<file path="src/rtl/hazard_ctrl_if.sv">
// Pipeline-to-hazard-unit bundle: ID/EX/MEM hazard sources in, stage-register controls out.
interface hazard_ctrl_if #(
    parameter int unsigned REG_W = 5,
    parameter int unsigned CNT_W = 16
);
    logic [REG_W-1:0] id_rs;
    logic [REG_W-1:0] id_rt;
    logic             id_uses_rs;
    logic             id_uses_rt;
    logic             id_is_branch;
    logic             id_branch_taken;
    logic             ex_mem_read;
    logic             ex_reg_write;
    logic [1:0]       ex_reg_dst;
    logic [REG_W-1:0] ex_rt;
    logic [REG_W-1:0] ex_rd;
    logic             mem_mem_read;
    logic             mem_mem_write;
    logic             mem_reg_write;
    logic [REG_W-1:0] mem_dst;
    logic             dmem_ready;

    logic             pc_write;
    logic             ifid_write;
    logic             idex_write;
    logic             exmem_write;
    logic             idex_bubble;
    logic             memwb_bubble;
    logic             ifid_flush;
    logic             mem_timeout_err;
    logic [CNT_W-1:0] stall_count;

    modport master (
        output id_rs, id_rt, id_uses_rs, id_uses_rt, id_is_branch, id_branch_taken,
               ex_mem_read, ex_reg_write, ex_reg_dst, ex_rt, ex_rd,
               mem_mem_read, mem_mem_write, mem_reg_write, mem_dst, dmem_ready,
        input  pc_write, ifid_write, idex_write, exmem_write,
               idex_bubble, memwb_bubble, ifid_flush, mem_timeout_err, stall_count
    );

    modport slave (
        input  id_rs, id_rt, id_uses_rs, id_uses_rt, id_is_branch, id_branch_taken,
               ex_mem_read, ex_reg_write, ex_reg_dst, ex_rt, ex_rd,
               mem_mem_read, mem_mem_write, mem_reg_write, mem_dst, dmem_ready,
        output pc_write, ifid_write, idex_write, exmem_write,
               idex_bubble, memwb_bubble, ifid_flush, mem_timeout_err, stall_count
    );
endinterface

</file>
<file path="src/rtl/hazard_ctrl.sv">
// Hazard control for the 5-stage MIPS pipeline: load-use / branch-in-ID stalls,
// data-memory wait freeze with timeout, taken-branch flush and a stall-cycle counter.
module hazard_ctrl #(
    parameter int unsigned REG_W       = 5,
    parameter int unsigned CNT_W       = 16,
    parameter int unsigned MEM_TIMEOUT = 15
) (
    input  logic        clk,
    input  logic        reset,
    hazard_ctrl_if.slave bus
);
    localparam int unsigned WCNT_W = $clog2(MEM_TIMEOUT + 1);

    typedef enum logic {
        ST_RUN  = 1'b0,
        ST_WAIT = 1'b1
    } state_e;

    state_e            state_q, state_d;
    logic [WCNT_W-1:0] wait_cnt_q, wait_cnt_d;
    logic              err_q, err_d;
    logic [CNT_W-1:0]  stall_cnt_q, stall_cnt_d;

    logic [REG_W-1:0]  ex_dst;
    logic              ex_dst_ok, hit_ex, hit_mem;
    logic              lu, br, mem_acc, blocked, timeout, mw;
    logic              pc_write_c, ifid_write_c, idex_write_c, exmem_write_c;
    logic              idex_bubble_c, memwb_bubble_c, ifid_flush_c;

    // Hazard detection, stage controls and next-state
    always_comb begin
        ex_dst         = bus.ex_rt;
        pc_write_c     = 1'b1;
        ifid_write_c   = 1'b1;
        idex_write_c   = 1'b1;
        exmem_write_c  = 1'b1;
        idex_bubble_c  = 1'b0;
        memwb_bubble_c = 1'b0;
        ifid_flush_c   = 1'b0;
        state_d        = state_q;
        wait_cnt_d     = '0;
        err_d          = err_q;
        stall_cnt_d    = stall_cnt_q;

        case (bus.ex_reg_dst)
            2'b01:   ex_dst = bus.ex_rd;
            2'b10:   ex_dst = REG_W'(31);
            default: ex_dst = bus.ex_rt;
        endcase
        ex_dst_ok = (bus.ex_reg_dst != 2'b11) && (ex_dst != '0);
        hit_ex    = ex_dst_ok &&
                    ((bus.id_uses_rs && (bus.id_rs == ex_dst)) ||
                     (bus.id_uses_rt && (bus.id_rt == ex_dst)));
        hit_mem   = (bus.mem_dst != '0) &&
                    ((bus.id_uses_rs && (bus.id_rs == bus.mem_dst)) ||
                     (bus.id_uses_rt && (bus.id_rt == bus.mem_dst)));

        lu      = bus.ex_mem_read && bus.ex_reg_write && hit_ex;
        br      = bus.id_is_branch &&
                  ((bus.ex_reg_write && hit_ex) ||
                   (bus.mem_mem_read && bus.mem_reg_write && hit_mem));
        mem_acc = bus.mem_mem_read || bus.mem_mem_write;
        blocked = mem_acc && !bus.dmem_ready;
        timeout = (state_q == ST_WAIT) && (wait_cnt_q == WCNT_W'(MEM_TIMEOUT));
        mw      = blocked && !timeout;

        if (!reset) begin
            if (mw) begin
                pc_write_c     = 1'b0;
                ifid_write_c   = 1'b0;
                idex_write_c   = 1'b0;
                exmem_write_c  = 1'b0;
                memwb_bubble_c = 1'b1;
            end else if (lu || br) begin
                pc_write_c    = 1'b0;
                ifid_write_c  = 1'b0;
                idex_bubble_c = 1'b1;
            end else if (bus.id_branch_taken) begin
                ifid_flush_c = 1'b1;
            end
        end

        case (state_q)
            ST_RUN: begin
                if (blocked) state_d = ST_WAIT;
            end
            ST_WAIT: begin
                if (!blocked || timeout) state_d = ST_RUN;
                else                     wait_cnt_d = wait_cnt_q + WCNT_W'(1);
                // A timeout that lands on the ready cycle is a completed access, not an error
                if (blocked && timeout) err_d = 1'b1;
            end
            default: state_d = ST_RUN;
        endcase

        if (!pc_write_c && (stall_cnt_q != {CNT_W{1'b1}}))
            stall_cnt_d = stall_cnt_q + CNT_W'(1);
    end

    // State, wait counter, sticky error and stall counter
    always_ff @(posedge clk) begin
        if (reset) begin
            state_q     <= ST_RUN;
            wait_cnt_q  <= '0;
            err_q       <= 1'b0;
            stall_cnt_q <= '0;
        end else begin
            state_q     <= state_d;
            wait_cnt_q  <= wait_cnt_d;
            err_q       <= err_d;
            stall_cnt_q <= stall_cnt_d;
        end
    end

    assign bus.pc_write        = pc_write_c;
    assign bus.ifid_write      = ifid_write_c;
    assign bus.idex_write      = idex_write_c;
    assign bus.exmem_write     = exmem_write_c;
    assign bus.idex_bubble     = idex_bubble_c;
    assign bus.memwb_bubble    = memwb_bubble_c;
    assign bus.ifid_flush      = ifid_flush_c;
    assign bus.mem_timeout_err = err_q && !reset;
    assign bus.stall_count     = stall_cnt_q;
endmodule

</file>
<file path="src/flat_wrapper.sv">
// flat-port wrapper written by rule: the top's interface ports become plain ports
module hazard_ctrl_flat 
#(
    parameter int unsigned REG_W       = 5,
    parameter int unsigned CNT_W       = 16,
    parameter int unsigned MEM_TIMEOUT = 15
)
  (clk, reset, bus_id_rs, bus_id_rt, bus_id_uses_rs, bus_id_uses_rt, bus_id_is_branch, bus_id_branch_taken, bus_ex_mem_read, bus_ex_reg_write, bus_ex_reg_dst, bus_ex_rt, bus_ex_rd, bus_mem_mem_read, bus_mem_mem_write, bus_mem_reg_write, bus_mem_dst, bus_dmem_ready, bus_pc_write, bus_ifid_write, bus_idex_write, bus_exmem_write, bus_idex_bubble, bus_memwb_bubble, bus_ifid_flush, bus_mem_timeout_err, bus_stall_count);
  hazard_ctrl_if #(.REG_W(REG_W), .CNT_W(CNT_W)) bus_i ();
  input  logic clk;
  input  logic reset;
  input wire logic [$bits(bus_i.id_rs)-1:0] bus_id_rs;
  input wire logic [$bits(bus_i.id_rt)-1:0] bus_id_rt;
  input wire logic [$bits(bus_i.id_uses_rs)-1:0] bus_id_uses_rs;
  input wire logic [$bits(bus_i.id_uses_rt)-1:0] bus_id_uses_rt;
  input wire logic [$bits(bus_i.id_is_branch)-1:0] bus_id_is_branch;
  input wire logic [$bits(bus_i.id_branch_taken)-1:0] bus_id_branch_taken;
  input wire logic [$bits(bus_i.ex_mem_read)-1:0] bus_ex_mem_read;
  input wire logic [$bits(bus_i.ex_reg_write)-1:0] bus_ex_reg_write;
  input wire logic [$bits(bus_i.ex_reg_dst)-1:0] bus_ex_reg_dst;
  input wire logic [$bits(bus_i.ex_rt)-1:0] bus_ex_rt;
  input wire logic [$bits(bus_i.ex_rd)-1:0] bus_ex_rd;
  input wire logic [$bits(bus_i.mem_mem_read)-1:0] bus_mem_mem_read;
  input wire logic [$bits(bus_i.mem_mem_write)-1:0] bus_mem_mem_write;
  input wire logic [$bits(bus_i.mem_reg_write)-1:0] bus_mem_reg_write;
  input wire logic [$bits(bus_i.mem_dst)-1:0] bus_mem_dst;
  input wire logic [$bits(bus_i.dmem_ready)-1:0] bus_dmem_ready;
  output wire logic [$bits(bus_i.pc_write)-1:0] bus_pc_write;
  output wire logic [$bits(bus_i.ifid_write)-1:0] bus_ifid_write;
  output wire logic [$bits(bus_i.idex_write)-1:0] bus_idex_write;
  output wire logic [$bits(bus_i.exmem_write)-1:0] bus_exmem_write;
  output wire logic [$bits(bus_i.idex_bubble)-1:0] bus_idex_bubble;
  output wire logic [$bits(bus_i.memwb_bubble)-1:0] bus_memwb_bubble;
  output wire logic [$bits(bus_i.ifid_flush)-1:0] bus_ifid_flush;
  output wire logic [$bits(bus_i.mem_timeout_err)-1:0] bus_mem_timeout_err;
  output wire logic [$bits(bus_i.stall_count)-1:0] bus_stall_count;
  assign bus_i.id_rs = bus_id_rs;
  assign bus_i.id_rt = bus_id_rt;
  assign bus_i.id_uses_rs = bus_id_uses_rs;
  assign bus_i.id_uses_rt = bus_id_uses_rt;
  assign bus_i.id_is_branch = bus_id_is_branch;
  assign bus_i.id_branch_taken = bus_id_branch_taken;
  assign bus_i.ex_mem_read = bus_ex_mem_read;
  assign bus_i.ex_reg_write = bus_ex_reg_write;
  assign bus_i.ex_reg_dst = bus_ex_reg_dst;
  assign bus_i.ex_rt = bus_ex_rt;
  assign bus_i.ex_rd = bus_ex_rd;
  assign bus_i.mem_mem_read = bus_mem_mem_read;
  assign bus_i.mem_mem_write = bus_mem_mem_write;
  assign bus_i.mem_reg_write = bus_mem_reg_write;
  assign bus_i.mem_dst = bus_mem_dst;
  assign bus_i.dmem_ready = bus_dmem_ready;
  assign bus_pc_write = bus_i.pc_write;
  assign bus_ifid_write = bus_i.ifid_write;
  assign bus_idex_write = bus_i.idex_write;
  assign bus_exmem_write = bus_i.exmem_write;
  assign bus_idex_bubble = bus_i.idex_bubble;
  assign bus_memwb_bubble = bus_i.memwb_bubble;
  assign bus_ifid_flush = bus_i.ifid_flush;
  assign bus_mem_timeout_err = bus_i.mem_timeout_err;
  assign bus_stall_count = bus_i.stall_count;
  hazard_ctrl #(.REG_W(REG_W), .CNT_W(CNT_W), .MEM_TIMEOUT(MEM_TIMEOUT)) u_core (.clk(clk), .reset(reset), .bus(bus_i));
endmodule
</file>
<file path="config.mk">
export PLATFORM = sky130hd
export DESIGN_NAME = hazard_ctrl_flat
export DESIGN_NICKNAME = d
export VERILOG_FILES = /design/src/rtl/hazard_ctrl_if.sv /design/src/rtl/hazard_ctrl.sv /design/src/flat_wrapper.sv
export SDC_FILE = /design/constraint.sdc
export NUM_CORES = 1
export LEC_CHECK = 0
export ABC_CLOCK_PERIOD_IN_PS = 3600
export BUFFER_PORTS_ARGS = -buffer_cell sky130_fd_sc_hd__buf_2
export CAP_MARGIN = 20
export CORE_UTILIZATION = 48
export CTS_CLUSTER_SIZE = 40
export DETAILED_ROUTE_END_ITERATION = 12
export GPL_TIMING_DRIVEN = 0
export HOLD_SLACK_MARGIN = 0.15
export PLACE_DENSITY = 0.82
export SYNTH_ARGS = -nofsm -noshare
export SYNTH_HDL_FRONTEND = slang
export SYNTH_SLANG_ARGS = --single-unit
</file>
<file path="constraint.sdc">
create_clock -name clk -period 3.6 [get_ports clk]
set_input_delay 0.54 -clock clk [delete_from_list [all_inputs] [get_ports clk]]
set_output_delay 0.54 -clock clk [all_outputs]
set_load 0.01 [all_outputs]
</file>
Word level (Yosys, flattened, before mapping)
Cells that the tools add are included.
{ "word_totals": {"word_cells": 68, "out_inout_bits": 24, "input_bits": 39, "register_bits": 22} }
{ "classes": {"n_mux": 18, "n_eq_ne": 9, "n_bitwise": 1, "addsub": 2, "n_reduce_logical": 34} }
{ "ops": {"columns": ["cell", "count"], "rows": [
  ["equality test 5 bit", 4],
  ["logical AND 1 bit", 19],
  ["adder 16 x 1 -> 16 bit, second input constant", 1],
  ["two-way mux 1 bit", 16],
  ["!= test 16 bit, second input constant", 1],
  ["one-hot mux 5 bit (2 select lines)", 1],
  ["nonzero test 5 bit", 2],
  ["logical OR 1 bit", 6],
  ["logical NOT 1 bit", 5],
  ["adder 4 x 1 -> 4 bit, second input constant", 1],
  ["equality test 4 bit, second input constant", 1],
  ["OR reduction 3 bit", 1],
  ["equality test 2 x 1 -> 1 bit, second input constant", 1],
  ["equality test 2 bit, second input constant", 1],
  ["!= test 2 bit, second input constant", 1],
  ["one-hot mux 1 bit (2 select lines)", 1],
  ["AND reduction 2 bit", 1],
  ["NOT 1 bit", 1]
]} }

Logic depth before layout (Yosys ltp)
Gate-level depths: netlist (run 1).
{ "logic_depth": {"ltp_word": 15, "depth_mapped": 13, "mapped_depth_nobuf": 10} }

Worst setup path after synthesis (run 1)
No wires, ideal clock.
{ "synth_path": {"path_kind": "input port to output port", "start": "in bus_ex_reg_dst[0]", "end": "out bus_pc_write", "path_slack_ns": 0.439, "required_time_ns": 3.060, "cell_stages": 10, "arrival_time_ns": 2.621, "path_buffers": 2, "path_cell_list": "inv_1 -> ha_1 -> buf_6 -> a211oi_1 -> o22ai_1 -> nor3_2 -> nor4_1 -> o32a_2 -> a21oi_1 -> buf_4"} }
{ "synth_between": {"elab_chain_len": 13, "word_cells_on_any_way": 20, "cone_classes": "eq/ne (5); mux (4); reduce/logical (11)"} }
{ "synth_lines": {"columns": ["item", "line", "source"], "rows": [
  ["from (decl)", "flat_wrapper.sv:20", "input wire logic [$bits(bus_i.ex_reg_dst)-1:0] bus_ex_reg_dst;"],
  ["equality test 2 bit or equality test 2 x 1 -> 1 bit (tied branches)", "hazard_ctrl.sv:45", "case (bus.ex_reg_dst)"],
  ["one-hot mux 5 bit (2 select lines)", "hazard_ctrl.sv:45", null],
  ["equality test 5 bit, on equally long branches", "hazard_ctrl.sv:52, hazard_ctrl.sv:53", null],
  ["logical AND 1 bit, on equally long branches", "hazard_ctrl.sv:52, hazard_ctrl.sv:53", null],
  ["logical OR 1 bit", "hazard_ctrl.sv:52", "((bus.id_uses_rs && (bus.id_rs == ex_dst)) ||"],
  ["logical AND 1 bit *", "hazard_ctrl.sv:51", "hit_ex = ex_dst_ok &&"],
  ["logical AND 1 bit", "hazard_ctrl.sv:60", "((bus.ex_reg_write && hit_ex) ||"],
  ["logical OR 1 bit", "hazard_ctrl.sv:60", null],
  ["logical AND 1 bit", "hazard_ctrl.sv:59", "br = bus.id_is_branch &&"],
  ["logical OR 1 bit *", "hazard_ctrl.sv:74", "end else if (lu || br) begin"],
  ["two-way mux 1 bit * (3 in a row)", null, null],
  ["to (decl)", "flat_wrapper.sv:28", "output wire logic [$bits(bus_i.pc_write)-1:0] bus_pc_write;"]
]} }
Every way passes the cells marked *; elsewhere a longest branch is shown, timed or not.

Worst setup path after layout (run 1)
{ "layout_path": {"start": "in bus_ex_reg_dst[0]", "end": "out bus_pc_write"} }
{ "layout_between": {"elab_chain_len": 13, "word_cells_on_any_way": 20, "cone_classes": "eq/ne (5); mux (4); reduce/logical (11)"} }
{ "layout_lines": {"columns": ["item", "line", "source"], "rows": [
  ["equality test 2 bit or equality test 2 x 1 -> 1 bit (tied branches)", "hazard_ctrl.sv:45", null],
  ["one-hot mux 5 bit (2 select lines)", "hazard_ctrl.sv:45", null],
  ["equality test 5 bit, on equally long branches", "hazard_ctrl.sv:52, hazard_ctrl.sv:53", null],
  ["logical AND 1 bit, on equally long branches", "hazard_ctrl.sv:52, hazard_ctrl.sv:53", null],
  ["logical OR 1 bit", "hazard_ctrl.sv:52", null],
  ["logical AND 1 bit *", "hazard_ctrl.sv:51", null],
  ["logical AND 1 bit", "hazard_ctrl.sv:60", null],
  ["logical OR 1 bit", "hazard_ctrl.sv:60", null],
  ["logical AND 1 bit", "hazard_ctrl.sv:59", null],
  ["logical OR 1 bit *", "hazard_ctrl.sv:74", null],
  ["two-way mux 1 bit *", "hazard_ctrl.sv:74", null],
  ["two-way mux 1 bit *", "hazard_ctrl.sv:68", "if (mw) begin"],
  ["two-way mux 1 bit *", "hazard_ctrl.sv:67", "if (!reset) begin"]
]} }
Marks and branches as above.

==> results.toml, run 1 <==
[run_status]
outcome = "completed"

[timing]
rsz0062_at_grt = "no"
hold_violations = 0
fin_crit_sh_pct = 94.0
slew_violations = 0
max_clock_freq_mhz = 295
worst_pin_slew_ps = 549
slew_headroom_pct = 63.4
setup_viol = 0
clock_skew_ps = 14.3
min_period_ps = 3380
finalSetupTns_ps = 0

[yosys]
yosysSeqAreaShare_pct = 27.7
syn_inst = 193
async_flop_share_pct = 0
synth_top_flop_cell = "dfxtp_1"
syn_area_per_cell_um2 = 8.25
synth_edf_count = 0
syn_nets = 237
ys_seq_elements = 22
ys_warn_count = 0
synth_area_um2 = 1590
ys_types = 48

[clock_network]
clock-sinks = 22
cts_tree = "yes"
cts.clk_slew.worst_paths_ps = 140
cts_buffer_depth = 2
cts_buffers = 3
cts_root_buf = "clkbuf_4"
h-tree-depth = 1
post_cts_buffers = 0
clkLatencyLatePin_ps = 330

[global_routing]
grt_pass1_vias = 1445
grt_first_pass_wirelength_um = 6120
grt_use_total_pct = 22.8
grt_overflow = 0
antenna_found_initial = 0
grt_max_degree = 14

[worst_setup_path]
worst-path-buf-inv = 5
cp_cell_sequence = "buf_2 -> inv_1 -> ha_1 -> buf_6 -> a211oi_2 -> nor2_1 -> nor3_2 -> nor4_1 -> o32a_2 -> a21oi_1 -> buf_4 -> buf_2"
crit_path_top_delay_cell = "o32a_2"
end_kind = "output pin"
cpMostUsedCell = "buf_2"
critPathLaunchType = "input pin"
crit_family = "compound AO/OA/AOI/OAI gates"
critPathRequiredTime_ps = 3060
critical_path_peak_fanout = 10
setup.worst_path.class = "input pin to output pin"
critical-path-max-stage-delay_ps = 430
critPathArrivalTime_ps = 2840

[power]
switching_power_uw = 155
power.internal_uw = 417
powerDensity_nw_per_um2 = 282
power.leakage_nw = 0.852
p_comb_share_pct = 22.2
switching_share_pct = 27.1
power_frac_clock_pct = 34.4
seq_power_share_pct = 43.4
ir_drop_v = 0.000264

[layout]
syn_to_final_growth_pct = 27.5
final_area_um2 = 2030
fill_cells = 314
nets = 304
multi_input_area_um2 = 1060
drive_gt1_share_pct = 33.6
diodes = 0
stdcell_count = 303
regArea_um2 = 440

[die]
io_pins = 63
dieArea_um2 = 3550
die_h_um = 59.6
start_util_pct = 51.3
rows = 20
dieWidth_um = 59.6
coreArea_um2 = 3100

[route]
post_drt_wl_per_cell_um = 12.8
post_drt_via_cell_ratio = 5.57
final_antenna_net_count = 0
drt-initial-drc-count = 71
drc = 0
dr.pass1.iters = 4
vias = 1689
routed_wirelength_um = 3870

[placement]
dpl.cell_count = 299
hpwl_um = 3080
placed_area_um2 = 1960
place.gp.congestion = 0.793
io_buffers = 62

[run]
maxCapViolCount = 0

[hold_path]
min_path_type = "flop to flop"
## sequential cells by signal, indices dropped and copies added (netlist names)
register                cells
u_core.bus.stall_count     16
u_core.wait_cnt_q           4
u_core.err_q                1
u_core.state_q              1
## stage by stage
| step | hold WS, ps | power (mW) | setup WS [ps] | util [%] |
|---|---|---|---|---|
| 2_1_floorplan | 418 | 0.330 | 439 | - |
| 3_3_place_gp | 436 | 0.373 | 141 | 63.1 |
| 3_5_place_dp | 452 | 0.376 | 27.8 | 63.1 |
| 4_1_cts | 472 | 0.569 | 18.9 | 64.8 |
| 5_1_grt | 501 | 0.597 | 48.2 | 65.4 |
| 6_report | 468 | 0.572 | 216 | 65.4 |
## cell type report
cell class | instances | share of cell area (%)
Multi-Input combinational cell | 152 | 52.3
Sequential cell | 22 | 21.7
Timing Repair Buffer | 62 | 15.3
Buffer | 9 | 3.58
Tap cell | 44 | 2.71
Inverter | 10 | 1.85
Clock inverter | 1 | 1.48
Clock buffer | 3 | 1.11
## placed cells by master (no fill, tap or decap), drive strengths merged, types with 2 or more instances in the layout
master / n
buf: 68
dfxtp: 22
nor2: 14
o21ai: 13
or3: 11
inv: 10
xor2: 10
nor2b: 10
nor4: 9
nand3: 8
nand4: 8
a21oi: 8
nand2: 7
a211oi: 6
clkbuf: 6
or4: 5
o31ai: 5
ha: 5
nor3: 5
xnor2: 3
mux2: 3
o22ai: 2
o211a: 2
o21bai: 2
and2: 2
o311ai: 2
o41ai: 2
## synthesized netlist by cell type, types with 2 or more instances
library cell  count  area (um2)
nor2b_1          10        62.6
nor2_1           14        52.6
o21ai_0          10        50.1
inv_1            10        37.5
xnor2_1           3        26.3
mux2_2            2        22.5
or3_1            11        68.8
and2_1            2        12.5
xor2_1           10        87.6
buf_6             2        22.5
dfxtp_1          22         440
a21oi_2           2        17.5
nor3_1            4        20.0
nand3_1           8        40.0
nor4_1            8        50.1
o31ai_1           5        37.5
ha_1              5        62.6
o311ai_0          2        17.5
o22ai_1           2        12.5
or4_1             5        37.5
a21oi_1           6        30.0
buf_4             2        15.0
o211a_1           2        20.0
nand4_1           8        50.1
o21bai_1          2        15.0
nand2_1           7        26.3
o41ai_1           2        17.5
clkbuf_1          3        11.3
a211oi_1          5        37.5
## worst paths after layout
| kind | cells after the start | end | slack, ps | startpoint |
|---|---|---|---|---|
| worst max register to register | 10 | u_core.bus.stall_count[1] | 910 | u_core.bus.stall_count[3] |
| worst max-delay path | 12 | bus_pc_write | 220 | bus_ex_reg_dst[0] |
| worst min-delay path | 1 | u_core.wait_cnt_q[0] | 470 | u_core.wait_cnt_q[0] |
| worst min register to register | 1 | u_core.wait_cnt_q[0] | 470 | u_core.wait_cnt_q[0] |
## routing by layer
metal  wire length, um  track usage [%]  vias to the layer above
li1                  -                -                      859
met1              1810             30.0                      770
met2              1810             38.2                       54
met3               216             4.59                        6
met4                34             5.65                        0
met5                 0                0                        -
## power groups by stage
| stage | clock network, mW | registers (mW) | logic (mW) |
|---|---|---|---|
| 2_1_floorplan | 0 | 0.254 | 0.0758 |
| 3_3_place_gp | 0 | 0.254 | 0.120 |
| 3_5_place_dp | 0 | 0.254 | 0.123 |
| 4_1_cts | 0.197 | 0.248 | 0.123 |
| 5_1_grt | 0.208 | 0.249 | 0.141 |
| 6_report | 0.196 | 0.248 | 0.127 |
## cells by family after synthesis
logic type,count (synthesis),share of synthesized area (%)
and+or+nand+nor,82,29.2
AOI/OAI and AO/OA,48,22.1
DFF,22,27.7
buffers and inverters,19,6.92
xor gates and xnor gates,13,7.15
adders and majority gates,5,3.93
muxes,4,2.99
## repair_timing
action                     4_1_cts  5_1_grt
resized for setup                0        4
hold endpoints to repair         0        0
hold buffers                     0        0
setup endpoints to repair        0        3
(Power assumes the default switching activity.)
==> run 2: changes to the inputs <==
--- a/config.mk
+++ b/config.mk
@@ -5,15 +5,15 @@
 export SDC_FILE = /design/constraint.sdc
 export NUM_CORES = 1
 export LEC_CHECK = 0
-export ABC_CLOCK_PERIOD_IN_PS = 3600
+export ABC_CLOCK_PERIOD_IN_PS = 4400
 export BUFFER_PORTS_ARGS = -buffer_cell sky130_fd_sc_hd__buf_2
 export CAP_MARGIN = 20
-export CORE_UTILIZATION = 48
+export CORE_UTILIZATION = 50
 export CTS_CLUSTER_SIZE = 40
 export DETAILED_ROUTE_END_ITERATION = 12
 export GPL_TIMING_DRIVEN = 0
 export HOLD_SLACK_MARGIN = 0.15
-export PLACE_DENSITY = 0.82
+export PLACE_DENSITY = 0.85
 export SYNTH_ARGS = -nofsm -noshare
 export SYNTH_HDL_FRONTEND = slang
 export SYNTH_SLANG_ARGS = --single-unit
==> constraint.sdc (replaced) <==
create_clock -name clk -period 4.4 [get_ports clk]
set_input_delay 0.66 -clock clk [delete_from_list [all_inputs] [get_ports clk]]
set_output_delay 0.66 -clock clk [all_outputs]
set_load 0.01 [all_outputs]
==> results.toml, run 2 (same netlist as run 1, synthesis figures left out) <==
[placement]
hpwl_um = 3030
dpl.cell_count = 299
placed_area_um2 = 1960
place.gp.congestion = 0.834
io_buffers = 62
dpl_worst_slack_ps = 626

[die]
dieWidth_um = 58.4
io_pins = 63
rows = 20
coreArea_um2 = 3030
start_util_pct = 52.6
dieArea_um2 = 3410
die_h_um = 58.4

[layout]
largest_reg_flops = 16
fill_cells = 267
layout_commonest_cell = "buf_2"
nets = 304
diodes = 0
final_area_um2 = 2010
drive_gt1_share_pct = 32.0
stdcell_count = 303
final_util_pct = 66.4
syn_to_final_growth_pct = 26.3
mostFrequentLayoutCells = "buf_2, dfxtp_1, nor2_1"

[clock_network]
post_cts_buffers = 0
postCtsResizedCells = 0
clkLatencyLatePin_ps = 320
cts.clk_slew.worst_paths_ps = 130
cts_root_buf = "clkbuf_4"
clock-sinks = 22
cts_hold_buf = 0
cts_buffers = 3
cts_buffer_depth = 2
h-tree-depth = 1
cts_tree = "yes"

[worst_setup_path]
setup.worst_path.class = "input pin to output pin"
r2r-start = "u_core.bus.stall_count[3]"
critPathRequiredTime_ps = 3740
critical_path_peak_fanout = 10
crit_start = "bus_ex_reg_dst[0]"
end_kind = "output pin"
critPathArrivalTime_ps = 3120
critPathLaunchType = "input pin"

[route]
final_antenna_net_count = 0
vias = 1681
dr.pass1.iters = 4
drt-initial-drc-count = 64
post_drt_wl_per_cell_um = 12.5
routed_wirelength_um = 3800
post_drt_via_cell_ratio = 5.55
drc = 0

[hold_path]
min_path_type = "flop to flop"
min_from = "u_core.wait_cnt_q[0]"

[timing]
fin_crit_sh_pct = 86.0
slew_headroom_pct = 64.3
fin_ws_ps = 616
worst_pin_slew_ps = 536
whs_ps = 467
hold_violations = 0
slew_violations = 0
max_clock_freq_mhz = 264
finalSetupTns_ps = 0
min_period_ps = 3780
setup_viol = 0
clock_skew_ps = 10.5
rsz0062_at_grt = "no"

[global_routing]
grt_pass1_vias = 1473
antenna_found_initial = 0
grt_use_total_pct = 23.6
grt_overflow = 0
grt_max_degree = 14
grt_first_pass_wirelength_um = 6240

[power]
power.leakage_nw = 0.848
powerDensity_nw_per_um2 = 229
ir_drop_v = 0.000222
finalPower_uw = 459

[run]
maxCapViolCount = 0

[run_status]
outcome = "completed"
-- run 2: cell types whose count changed in the layout (fill, tap and decap cells not counted) --
cell | before | now
a211oi_1 | 1 | 5
a211oi_2 | 5 | 1
-- run 2: path summary, 6_finish.rpt --
check,slack [ps],endpoint,depth (start not counted)
setup / recovery,620,bus_ifid_flush,11
hold / removal,470,u_core.wait_cnt_q[0],1
setup reg to reg,1720,u_core.bus.stall_count[1],10
hold reg to reg,470,u_core.wait_cnt_q[0],1
-- run 2: area by class of cell --
cell class,count,area [um2],share of cell area [%]
clock buffers,3,22.5,1.12
flip-flops and latches,22,440,21.9
inverters,10,37.5,1.87
repair buffers,62,310,15.4
well taps,44,55.1,2.74
clock inverters,1,30.0,1.49
multi-input cells,152,1040,51.8
plain buffers,9,72.6,3.61
-- run 2: worst max-delay path, stage by stage --
cell      delay (ps)
buf_2            100
inv_1             40
ha_1             290
buf_6            140
a211oi_1         450
o22ai_1          190
nor3_2           240
nor4_1           100
o32a_2           440
nor4b_1          270
buf_2            180
-- run 2: power by group --
part	internal, mW	leakage [nW]	total [mW]	switching (mW)
registers	0.201	0.178	0.203	0.00211
clock network	0.0922	0.0279	0.156	0.0634
logic	0.0464	0.642	0.101	0.0543
-- run 2: metal layers --
| layer | vias to the layer above | track usage, % | share of wire [%] |
|---|---|---|---|
| met5 | - | 0 | 0 |
| met4 | 0 | 6.46 | 1.1 |
| met3 | 7 | 3.96 | 5.4 |
| met2 | 51 | 39.1 | 46 |
| met1 | 766 | 31.7 | 47 |
| li1 | 857 | - | - |
==> run 3: changes to the inputs <==
--- a/config.mk
+++ b/config.mk
@@ -8,12 +8,12 @@
 export ABC_CLOCK_PERIOD_IN_PS = 4400
 export BUFFER_PORTS_ARGS = -buffer_cell sky130_fd_sc_hd__buf_2
 export CAP_MARGIN = 20
-export CORE_UTILIZATION = 50
+export CORE_UTILIZATION = 45
 export CTS_CLUSTER_SIZE = 40
 export DETAILED_ROUTE_END_ITERATION = 12
 export GPL_TIMING_DRIVEN = 0
 export HOLD_SLACK_MARGIN = 0.15
-export PLACE_DENSITY = 0.85
+export PLACE_DENSITY = 0.78
 export SYNTH_ARGS = -nofsm -noshare
 export SYNTH_HDL_FRONTEND = slang
 export SYNTH_SLANG_ARGS = --single-unit
==> constraint.sdc (replaced) <==
create_clock -name clk -period 4.4 [get_ports clk]
set_input_delay 0.66 -clock clk [delete_from_list [all_inputs] [get_ports clk]]
set_output_delay 0.66 -clock clk [all_outputs]
set_load 0.005 [all_outputs]
==> results.toml, run 3 (same netlist as run 1, synthesis figures left out) <==
[run_status]
outcome = "completed"

[timing]
min_period_ps = 3710
slew_headroom_pct = 67.2
clock_skew_ps = 14.2
finalSetupTns_ps = 0
rsz0062_at_grt = "no"
worst_pin_slew_ps = 492
max_clock_freq_mhz = 269
setup_viol = 0
hold_violations = 0
slew_violations = 0
fin_crit_sh_pct = 84.4

[worst_setup_path]
critPathRequiredTime_ps = 3740
cp_cell_sequence = "buf_2 -> inv_1 -> ha_1 -> buf_6 -> a211oi_1 -> o22ai_1 -> nor3_2 -> nor4_1 -> o32a_2 -> a21oi_1 -> buf_4 -> buf_2"
crit_path_top_delay_cell = "o32a_2"
critPathArrivalTime_ps = 3050
worst-path-buf-inv = 5
critical_path_peak_fanout = 10
cpMostUsedCell = "buf_2"
critPathLaunchType = "input pin"
end_kind = "output pin"
setup.worst_path.class = "input pin to output pin"
crit_family = "compound AO/OA/AOI/OAI gates"
critical-path-max-stage-delay_ps = 440

[clock_network]
cts_hold_buf = 0
cts_buffers = 3
cts_buffer_depth = 2
cts.clk_slew.worst_paths_ps = 110
h-tree-depth = 1
cts_tree = "yes"
post_cts_buffers = 0
postCtsResizedCells = 0
cts_root_buf = "clkbuf_4"
clock-sinks = 22
clkLatencyLatePin_ps = 310

[global_routing]
grt_overflow = 0
grt_first_pass_wirelength_um = 5890
antenna_found_initial = 0
grt_max_degree = 13
grt_use_total_pct = 20.5
grt_pass1_vias = 1351

[placement]
dpl.cell_count = 301
io_buffers = 62
hpwl_um = 3110
place.gp.congestion = 0.801

[route]
drc = 0
routed_wirelength_um = 3910
dr.pass1.iters = 4
post_drt_wl_per_cell_um = 12.8
drt-initial-drc-count = 108
vias = 1664
post_drt_via_cell_ratio = 5.46
final_antenna_net_count = 0

[die]
start_util_pct = 47.3
coreArea_um2 = 3360
dieWidth_um = 61.5
rows = 21
io_pins = 63
dieArea_um2 = 3780
die_h_um = 61.5

[layout]
diodes = 0
layout_commonest_cell = "buf_2"
mostFrequentLayoutCells = "buf_2, dfxtp_1, nor2_1"
largest_reg_flops = 16
syn_to_final_growth_pct = 25.4
stdcell_count = 305
nets = 304
drive_gt1_share_pct = 32.0

[hold_path]
min_path_type = "flop to flop"

[power]
powerDensity_nw_per_um2 = 208
ir_drop_v = 0.000158
power.leakage_nw = 0.841

[run]
maxCapViolCount = 0
run 3: cell type report:
| class | instances | area, um2 |
|---|---|---|
| Fill cell | 336 | 1370 |
| Timing Repair Buffer | 62 | 310 |
| Clock buffer | 4 | 36.3 |
| Tap cell | 46 | 57.6 |
| Inverter | 10 | 37.5 |
| Sequential cell | 22 | 440 |
| Multi-Input combinational cell | 152 | 1040 |
| Buffer | 9 | 72.6 |
run 3: worst paths after layout:
path | depth (start not counted) | start | endpoint | slack [ps]
setup / recovery | 12 | bus_ex_reg_dst[0] | bus_pc_write | 690
hold / removal | 1 | u_core.wait_cnt_q[0] | u_core.wait_cnt_q[0] | 460
setup reg to reg | 10 | u_core.bus.stall_count[3] | u_core.bus.stall_count[1] | 1740
hold reg to reg | 1 | u_core.wait_cnt_q[0] | u_core.wait_cnt_q[0] | 460
run 3: per-stage QoR:
stage	hold slack [ps]	power [mW]	setup WS [ps]	instance area, um2	util (%)
after floorplan	418	0.268	1110	1590	-
after global placement	434	0.305	672	1960	58.3
after detailed placement	438	0.306	671	1960	58.3
after CTS	456	0.417	652	2000	59.3
after global routing	477	0.439	441	2000	59.3
final	457	0.415	687	2000	59.3
run 3: report_power, final:
| group | internal, mW | switching [mW] |
|---|---|---|
| registers | 0.201 | 0.00208 |
| clock network | 0.0505 | 0.0622 |
| logic | 0.0464 | 0.0528 |
run 3: routing by layer:
metal / GRT usage, % / vias to the layer above / part of all wire, %
met3: 3.36 / 2 / 6.4
met2: 34.3 / 48 / 46
met5: 0 / - / 0
li1: - / 863 / -
met1: 28.1 / 751 / 47
met4: 3.81 / 0 / 0.38
